==> src/rtl/utf8_pkg.sv <==
// Shared types and constants for the UTF-8 stream decoder.
// UTF8_LEGACY_SEQ_EN widens the datapath for 5- and 6-byte legacy sequences.
package utf8_pkg;

`ifdef UTF8_LEGACY_SEQ_EN
  localparam int CNT_W = 3;
  localparam int PAY_W = 31;
`else
  localparam int CNT_W = 2;
  localparam int PAY_W = 21;
`endif

  typedef enum logic [1:0] {
    ST_IDLE = 2'd0,
    ST_CONT = 2'd1,
    ST_PEND = 2'd2
  } state_t;

  typedef enum logic [2:0] {
    CLS_ASCII   = 3'd0,
    CLS_CONT    = 3'd1,
    CLS_LEAD2   = 3'd2,
    CLS_LEAD3   = 3'd3,
    CLS_LEAD4   = 3'd4,
    CLS_LEAD5   = 3'd5,
    CLS_LEAD6   = 3'd6,
    CLS_ILLEGAL = 3'd7
  } lead_class_t;

  typedef struct packed {
    logic [31:0] cp;
    logic        invalid;
    logic        overlong;
    logic        truncated;
    logic        nonuni;
  } out_rec_t;

  // Smallest value that legitimately needs a sequence of the given length.
  localparam logic [31:0] OVL_MIN2 = 32'h0000_0080;
  localparam logic [31:0] OVL_MIN3 = 32'h0000_0800;
  localparam logic [31:0] OVL_MIN4 = 32'h0001_0000;
  localparam logic [31:0] OVL_MIN5 = 32'h0020_0000;
  localparam logic [31:0] OVL_MIN6 = 32'h0400_0000;
  localparam logic [31:0] UNI_MAX  = 32'h0010_FFFF;

  function automatic logic [31:0] ovl_min(input logic [2:0] len);
    case (len)
      3'd2:    return OVL_MIN2;
      3'd3:    return OVL_MIN3;
      3'd4:    return OVL_MIN4;
      3'd5:    return OVL_MIN5;
      3'd6:    return OVL_MIN6;
      default: return 32'h0;
    endcase
  endfunction

  function automatic logic [7:0] lead_mask(input logic [2:0] len);
    case (len)
      3'd2:    return 8'h1F;
      3'd3:    return 8'h0F;
      3'd4:    return 8'h07;
      3'd5:    return 8'h03;
      3'd6:    return 8'h01;
      default: return 8'h7F;
    endcase
  endfunction

  function automatic logic is_nonuni(input logic [31:0] v, input logic [2:0] len);
    logic surr;
    surr = (v >= 32'h0000_D800) && (v <= 32'h0000_DFFF);
    case (len)
      3'd3:       return surr;
      3'd4:       return v > UNI_MAX;
      3'd5, 3'd6: return 1'b1;
      default:    return 1'b0;
    endcase
  endfunction

endpackage

==> src/rtl/utf8_stream_decoder_if.sv <==
// Byte-in / code-point-out stream bundle for the UTF-8 decoder.
// Both sides use valid/ready: a transfer happens on a rising clk edge where valid and ready are both high.
interface utf8_stream_decoder_if;
  logic        in_valid;
  logic        in_ready;
  logic [7:0]  in_data;
  logic        flush;
  logic        out_valid;
  logic        out_ready;
  logic [31:0] out_cp;
  logic        out_invalid;
  logic        out_overlong;
  logic        out_truncated;
  logic        out_nonuni;

  modport slave (
    input  in_valid, in_data, flush, out_ready,
    output in_ready, out_valid, out_cp, out_invalid, out_overlong, out_truncated, out_nonuni
  );

  modport master (
    output in_valid, in_data, flush, out_ready,
    input  in_ready, out_valid, out_cp, out_invalid, out_overlong, out_truncated, out_nonuni
  );
endinterface

==> src/rtl/utf8_lead_classify.sv <==
// Combinational byte classifier: ASCII, continuation, lead of length N, or illegal.
// Lead bytes F8-FD are only recognised when UTF8_LEGACY_SEQ_EN is defined.
module utf8_lead_classify
  import utf8_pkg::*;
(
  input  logic [7:0]  byte_in,
  output lead_class_t cls,
  output logic [2:0]  seq_len
);

  always_comb begin
    cls     = CLS_ILLEGAL;
    seq_len = 3'd1;
    casez (byte_in)
      8'b0???????: begin cls = CLS_ASCII; seq_len = 3'd1; end
      8'b10??????: begin cls = CLS_CONT;  seq_len = 3'd1; end
      8'b110?????: begin cls = CLS_LEAD2; seq_len = 3'd2; end
      8'b1110????: begin cls = CLS_LEAD3; seq_len = 3'd3; end
      8'b11110???: begin cls = CLS_LEAD4; seq_len = 3'd4; end
`ifdef UTF8_LEGACY_SEQ_EN
      8'b111110??: begin cls = CLS_LEAD5; seq_len = 3'd5; end
      8'b1111110?: begin cls = CLS_LEAD6; seq_len = 3'd6; end
`endif
      default:     begin cls = CLS_ILLEGAL; seq_len = 3'd1; end
    endcase
  end

endmodule

==> src/rtl/utf8_stream_decoder.sv <==
// Streaming UTF-8 to code point decoder with IDLE/CONT/PEND FSM and a one-entry output register.
// Define UTF8_LEGACY_SEQ_EN to accept 5- and 6-byte legacy sequences.
module utf8_stream_decoder
  import utf8_pkg::*;
#(
  parameter logic [31:0] REPL_CP = 32'h0000FFFD
) (
  input  logic                 clk,
  input  logic                 rst_n,
  utf8_stream_decoder_if.slave bus,
  output state_t               dbg_state
);

  state_t           state_q, state_d;
  logic [CNT_W-1:0] cnt_q, cnt_d;
  logic [2:0]       len_q, len_d;
  logic [PAY_W-1:0] acc_q, acc_d, acc_shift;
  logic [7:0]       pend_q, pend_d;
  logic             flush_pend_q, flush_pend_d;
  logic             out_valid_q;
  out_rec_t         out_q;

  logic             emit;
  out_rec_t         emit_rec;
  lead_class_t      cls;
  logic [2:0]       cls_len;
  logic [7:0]       cls_byte;
  logic             slot_free, in_xfer, do_lead, do_cont, flush_req;
  logic [31:0]      done_val;

  assign slot_free    = ~out_valid_q | bus.out_ready;
  assign bus.in_ready = rst_n & (state_q != ST_PEND) & slot_free;
  assign in_xfer      = bus.in_valid & bus.in_ready;

  // A byte parked in PEND is reclassified exactly as if it had just arrived in IDLE.
  assign cls_byte  = (state_q == ST_PEND) ? pend_q : bus.in_data;
  assign do_lead   = ((state_q == ST_IDLE) && in_xfer) || ((state_q == ST_PEND) && slot_free);
  assign do_cont   = (state_q == ST_CONT) && in_xfer;
  assign flush_req = bus.flush | flush_pend_q;
  assign acc_shift = PAY_W'({acc_q, bus.in_data[5:0]});
  assign done_val  = 32'(acc_shift);

  utf8_lead_classify u_classify (
    .byte_in (cls_byte),
    .cls     (cls),
    .seq_len (cls_len)
  );

  always_comb begin
    state_d      = state_q;
    cnt_d        = cnt_q;
    len_d        = len_q;
    acc_d        = acc_q;
    pend_d       = pend_q;
    flush_pend_d = 1'b0;
    emit         = 1'b0;
    emit_rec     = '0;

    if (do_lead) begin
      state_d = ST_IDLE;
      case (cls)
        CLS_ASCII: begin
          emit        = 1'b1;
          emit_rec.cp = {24'h0, cls_byte};
        end
        CLS_LEAD2, CLS_LEAD3, CLS_LEAD4, CLS_LEAD5, CLS_LEAD6: begin
          state_d = ST_CONT;
          cnt_d   = CNT_W'(cls_len - 3'd1);
          len_d   = cls_len;
          acc_d   = PAY_W'(cls_byte & lead_mask(cls_len));
        end
        default: begin
          emit             = 1'b1;
          emit_rec.cp      = REPL_CP;
          emit_rec.invalid = 1'b1;
        end
      endcase
    end else if (do_cont) begin
      if (cls == CLS_CONT) begin
        acc_d = acc_shift;
        cnt_d = cnt_q - CNT_W'(1);
        if (cnt_q == CNT_W'(1)) begin
          state_d           = ST_IDLE;
          emit              = 1'b1;
          emit_rec.cp       = done_val;
          emit_rec.overlong = done_val < ovl_min(len_q);
          emit_rec.nonuni   = is_nonuni(done_val, len_q);
        end
      end else begin
        state_d            = ST_PEND;
        pend_d             = bus.in_data;
        emit               = 1'b1;
        emit_rec.cp        = REPL_CP;
        emit_rec.truncated = 1'b1;
      end
    end

    // Flush acts on the post-byte state; if the output slot is busy it waits in flush_pend.
    if ((state_q == ST_CONT) && (state_d == ST_CONT) && flush_req) begin
      if (slot_free) begin
        state_d            = ST_IDLE;
        emit               = 1'b1;
        emit_rec           = '0;
        emit_rec.cp        = REPL_CP;
        emit_rec.truncated = 1'b1;
      end else begin
        flush_pend_d = 1'b1;
      end
    end
  end

  always_ff @(posedge clk or negedge rst_n) begin
    if (!rst_n) begin
      state_q      <= ST_IDLE;
      cnt_q        <= '0;
      len_q        <= '0;
      acc_q        <= '0;
      pend_q       <= '0;
      flush_pend_q <= 1'b0;
      out_valid_q  <= 1'b0;
      out_q        <= '0;
    end else begin
      state_q      <= state_d;
      cnt_q        <= cnt_d;
      len_q        <= len_d;
      acc_q        <= acc_d;
      pend_q       <= pend_d;
      flush_pend_q <= flush_pend_d;
      if (emit) begin
        out_valid_q <= 1'b1;
        out_q       <= emit_rec;
      end else if (out_valid_q && bus.out_ready) begin
        out_valid_q <= 1'b0;
        out_q       <= '0;
      end
    end
  end

  assign bus.out_valid     = out_valid_q;
  assign bus.out_cp        = out_q.cp;
  assign bus.out_invalid   = out_q.invalid;
  assign bus.out_overlong  = out_q.overlong;
  assign bus.out_truncated = out_q.truncated;
  assign bus.out_nonuni    = out_q.nonuni;
  assign dbg_state         = state_q;

endmodule

==> src/flat_wrapper.sv <==
// flat-port wrapper written by rule: the top's interface ports become plain ports
module utf8_stream_decoder_flat import utf8_pkg::*;
#(
  parameter logic [31:0] REPL_CP = 32'h0000FFFD
)
  (clk, rst_n, dbg_state, bus_in_valid, bus_in_data, bus_flush, bus_out_ready, bus_in_ready, bus_out_valid, bus_out_cp, bus_out_invalid, bus_out_overlong, bus_out_truncated, bus_out_nonuni);
  utf8_stream_decoder_if bus_i ();
  input  logic clk;
  input  logic rst_n;
  output state_t dbg_state;
  input wire logic [$bits(bus_i.in_valid)-1:0] bus_in_valid;
  input wire logic [$bits(bus_i.in_data)-1:0] bus_in_data;
  input wire logic [$bits(bus_i.flush)-1:0] bus_flush;
  input wire logic [$bits(bus_i.out_ready)-1:0] bus_out_ready;
  output wire logic [$bits(bus_i.in_ready)-1:0] bus_in_ready;
  output wire logic [$bits(bus_i.out_valid)-1:0] bus_out_valid;
  output wire logic [$bits(bus_i.out_cp)-1:0] bus_out_cp;
  output wire logic [$bits(bus_i.out_invalid)-1:0] bus_out_invalid;
  output wire logic [$bits(bus_i.out_overlong)-1:0] bus_out_overlong;
  output wire logic [$bits(bus_i.out_truncated)-1:0] bus_out_truncated;
  output wire logic [$bits(bus_i.out_nonuni)-1:0] bus_out_nonuni;
  assign bus_i.in_valid = bus_in_valid;
  assign bus_i.in_data = bus_in_data;
  assign bus_i.flush = bus_flush;
  assign bus_i.out_ready = bus_out_ready;
  assign bus_in_ready = bus_i.in_ready;
  assign bus_out_valid = bus_i.out_valid;
  assign bus_out_cp = bus_i.out_cp;
  assign bus_out_invalid = bus_i.out_invalid;
  assign bus_out_overlong = bus_i.out_overlong;
  assign bus_out_truncated = bus_i.out_truncated;
  assign bus_out_nonuni = bus_i.out_nonuni;
  utf8_stream_decoder #(.REPL_CP(REPL_CP)) u_core (.clk(clk), .rst_n(rst_n), .bus(bus_i), .dbg_state(dbg_state));
endmodule
==> config.mk <==
export PLATFORM = sky130hd
export DESIGN_NAME = utf8_stream_decoder_flat
export DESIGN_NICKNAME = d
export VERILOG_FILES = /design/src/rtl/utf8_pkg.sv /design/src/rtl/utf8_stream_decoder_if.sv /design/src/rtl/utf8_lead_classify.sv /design/src/rtl/utf8_stream_decoder.sv /design/src/flat_wrapper.sv
export SDC_FILE = /design/constraint.sdc
export NUM_CORES = 1
export LEC_CHECK = 0
export CORE_ASPECT_RATIO = 1.2
export CORE_UTILIZATION = 25
export CTS_CLUSTER_SIZE = 8
export DETAILED_ROUTE_END_ITERATION = 8
export PLACE_DENSITY = 0.44
export SLEW_MARGIN = 5
export SYNTH_ARGS = -nofsm -noshare
export SYNTH_HDL_FRONTEND = slang
export SYNTH_SLANG_ARGS = --single-unit
export TNS_END_PERCENT = 20
==> constraint.sdc <==
create_clock -name clk -period 8.5 [get_ports clk]
set_input_delay 2.125 -clock clk [delete_from_list [all_inputs] [get_ports clk]]
set_output_delay 2.125 -clock clk [all_outputs]
set_load 0.005 [all_outputs]
==> summary.md <==
| Metric | Value |
|---|---|
| Share of layout cells above drive strength 1 | `a little under a tenth` |
| Final min period | `about 5600 ps` |
| Yosys Warn Count | `0` |
| Mapped Cells | `approximately 330` |
| Total congestion overflow | `0` |
| Ports | `53` |
| Reg-to-Reg End | `u_core.bus.out_cp[15]$_DFFE_PN0P_` |
| Vias post-DR | `roughly 2600` |
| Worst reg2reg path startpoint | `u_core.dbg_state[0]$_DFF_PN0_` |
| Post-synth EDFFs | `0` |
| Crit path required time | `between 6000 and 7000 ps` |
| Area leader, netlist | `dfrtp_1` |
| Critical Path Fanout Max | `4` |
| CP Launch Point | `bus_out_ready` |
| I/O Buffers | `slightly above 40` |
| Num rows | `between 40 and 50` |
| DP Wirelength | `between 6 and 7 mm` |
| RSZ-0062 raised after global routing | `false` |
| CP Capture Point | `bus_in_ready` |
| Initial core utilization | `about 26%` |
| Via density | `4.98` |
| Synth async-reset ratio | `100%` |
| # setup viols final | `0` |
| Die W | `106 um` |
| Die height | `approximately 130 um` |
| Syn_area_per_cell | `approximately 10 um^2` |
| Synthesis-to-finish area growth | `22.8%` |
| Top_reg_cell synth | `dfrtp_1` |
| Core area | `about 13000 um^2` |
| GPL Wtd Cong | `around 0.78` |
| Drt first pass iters | `4` |
| WP data arrival | `between 3000 and 4000 ps` |
| Sequential share of the synthesized area | `43.9%` |
| Tcrit/Tclk final | `around 66%` |
| Worst-Margin Slew | `792 ps` |
| HP Class | `reg2reg` |
| Tot GR Track Use | `roughly 14%` |
| Post-CTS setup buffers | `0` |
| # DRC | `0` |
| Reg2Reg Depth | `9` |
| First-pass GRT wire length | `approximately 14 mm` |
| Diode count | `0` |
| Max_cap viols | `0` |
| Ranking of synthesized cells by area | `dfrtp_1 (44%), nand2_1 (4.5%), a21oi_1 (3.4%)` |
| Max Slew Vio Count | `0` |
| TritonCTS clock tree | `yes` |
| Yosys reg bits | `57` |
| Reg2Reg Setup Slack | `approximately 4400 ps` |
| Worst-case clock buffer depth | `2` |
| Netlist cell types | `63` |
| Top-count cell post-synth | `dfrtp_1` |
| Initial drt markers | `around 100` |
| Max Fclk | `0.178 GHz` |
| Final setup skew | `5.69 ps` |
| Htree depth | `3` |
| Fin Setup TNS | `0 ps` |
| Crit. End Element | `primary output` |
| Insertion delay to the later sink of the worst-skew pair | `roughly 320 ps` |
| Cts hold-fix bufs | `0` |
| Synth top cells by count | `dfrtp_1 (57), nand2_1 (39), a21oi_1 (22), o21ai_0 (22), nor2_1 (16)` |
| Fin. Hold Viols | `0` |
| Largest net degree at the start of global routing | `61` |
| Status | `complete, no violations` |
| Post-Route WL | `a little under 9 mm` |
| Root buffer cell | `clkbuf_16` |
| Cell Pwr Density | `around 320 nW/um^2` |
| Vias in the first global route | `roughly 2600` |
| Top cell type's share of synthesized area | `between 40% and 50%` |
| CP Class | `in2out` |
| Initial antenna violation count | `0` |
| Hold Path Stages | `1` |
| Startpoint types | `input pin` |
| Wire per inst | `~17 um` |
| Max-slew headroom | `between 40 and 50%` |
| Number of routed nets with antenna violations | `0` |
| Die area | `between 10000 and 15000 um^2` |
| Final nets | `382` |
| Pleak | `around 1.6 nW` |
| Cts bufs inserted | `9` |
| Final core utilization | `31.5%` |
| CTS Sinks | `between 50 and 60` |
| # resized after CTS | `0` |
| Worst hold margin | `~490 ps` |
| Synthesized area | `roughly 3300 um^2` |
| Min-delay src | `u_core.cnt_q[0]$_DFFE_PN0P_` |
| Worst-path clk slew | `roughly 50 ps` |
| Worst IR Drop VDD | `0.0000883 V` |
==> worst max-delay path, cell delays in order <==
cell and delay, ps:
clkdlybuf4s50_1 490, nand2b_1 170, and3_1 200, clkdlybuf4s50_1 510
==> power breakdown <==
part           leakage [nW]  switching, mW  internal, mW  total (mW)
Combinational         0.792          0.221         0.245       0.466
Clock                 0.129          0.117         0.210       0.327
Sequential            0.717          0.105         0.379       0.485
==> metrics by stage <==
stage	instances	worst slack [ps]	power, mW	instance area, um^2
final	531	2880	1.28	3990
after global routing	531	2820	1.38	3990
after CTS	531	2880	1.30	3990
after detailed placement	517	2850	0.965	3730
after global placement	517	2880	0.960	3730
after floorplan	341	3910	0.775	3290
==> how the worst min path moves through the flow <==
stage                              endpoint
2_1_floorplan   u_core.cnt_q[0]$_DFFE_PN0P_
3_3_place_gp    u_core.cnt_q[0]$_DFFE_PN0P_
3_5_place_dp    u_core.cnt_q[0]$_DFFE_PN0P_
4_1_cts         u_core.cnt_q[0]$_DFFE_PN0P_
5_1_grt        u_core.pend_q[2]$_DFFE_PN0P_
6_report        u_core.cnt_q[0]$_DFFE_PN0P_
==> flip-flops by register name, summed over array words and instances, names as in the netlist <==
name	count
u_core.bus.out_cp	21
u_core.acc_q	15
u_core.pend_q	8
u_core.len_q	3
u_core.cnt_q	2
u_core.dbg_state	2
u_core.bus.out_invalid	1
u_core.bus.out_nonuni	1
u_core.bus.out_overlong	1
u_core.bus.out_truncated	1
u_core.bus.out_valid	1
u_core.flush_pend_q	1
==> layout make-up <==
class                           count  area (um^2)
Clock buffer                       14          264
Fill cell                        1339         8680
Inverter                            3         11.3
Multi-Input combinational cell    249         1660
Sequential cell                    57         1430
Tap cell                          164          205
Timing Repair Buffer               44          428
==> logic make-up (layout without fill, tap and decap cells) <==
| family | Yosys count | after routing | synth area share, % |
|---|---|---|---|
| multiplexers | 16 | 16 | 5.35 |
| XOR/XNOR | 1 | 1 | 0.269 |
| adder cells (fa/ha/maj) | 5 | 5 | 1.92 |
| other | 1 | 11 | 0.115 |
| flip-flops | 57 | 57 | 43.9 |
| AND/OR/NAND/NOR | 115 | 115 | 19.5 |
| AO/OA/AOI/OAI | 101 | 101 | 22.6 |
| buffers and inverters | 35 | 61 | 6.31 |
==> cells in the final DEF (no fill, tap or decap), types with 3 or more instances in the layout <==
cell | synthesis | final
inv_1 | 3 | 3
a21o_1 | 3 | 3
conb_1 | 1 | 11
o21a_1 | 5 | 5
o22ai_1 | 3 | 3
nor2b_1 | 3 | 3
or3_1 | 10 | 10
nand4b_1 | 3 | 3
nand4_1 | 3 | 3
nand2b_1 | 4 | 4
clkbuf_1 | 10 | 3
nand2_1 | 39 | 39
nand3_1 | 5 | 5
clkbuf_16 | 0 | 9
mux2_2 | 8 | 8
nor3_1 | 8 | 8
a21oi_1 | 22 | 22
mux2i_1 | 7 | 7
clkdlybuf4s50_1 | 0 | 40
and4b_1 | 3 | 3
dfrtp_1 | 57 | 57
a221o_1 | 10 | 10
o21ai_0 | 22 | 22
ha_1 | 5 | 5
a22o_1 | 7 | 7
o221ai_1 | 4 | 4
nor2_1 | 16 | 16
nor4_1 | 3 | 3
a211oi_1 | 3 | 3
o21ai_1 | 3 | 3
a31oi_1 | 4 | 4
buf_4 | 12 | 3
==> routing by layer <==
| metal | GRT usage, % | vias to the layer above | wire, um |
|---|---|---|---|
| met5 | 0 | - | 0 |
| met4 | 6.05 | 0 | 127 |
| met3 | 3.34 | 8 | 270 |
| met2 | 21.3 | 56 | 4180 |
| met1 | 18.7 | 1292 | 4180 |
| li1 | - | 1286 | - |
Note: power is estimated with default switching activity, not from simulation.
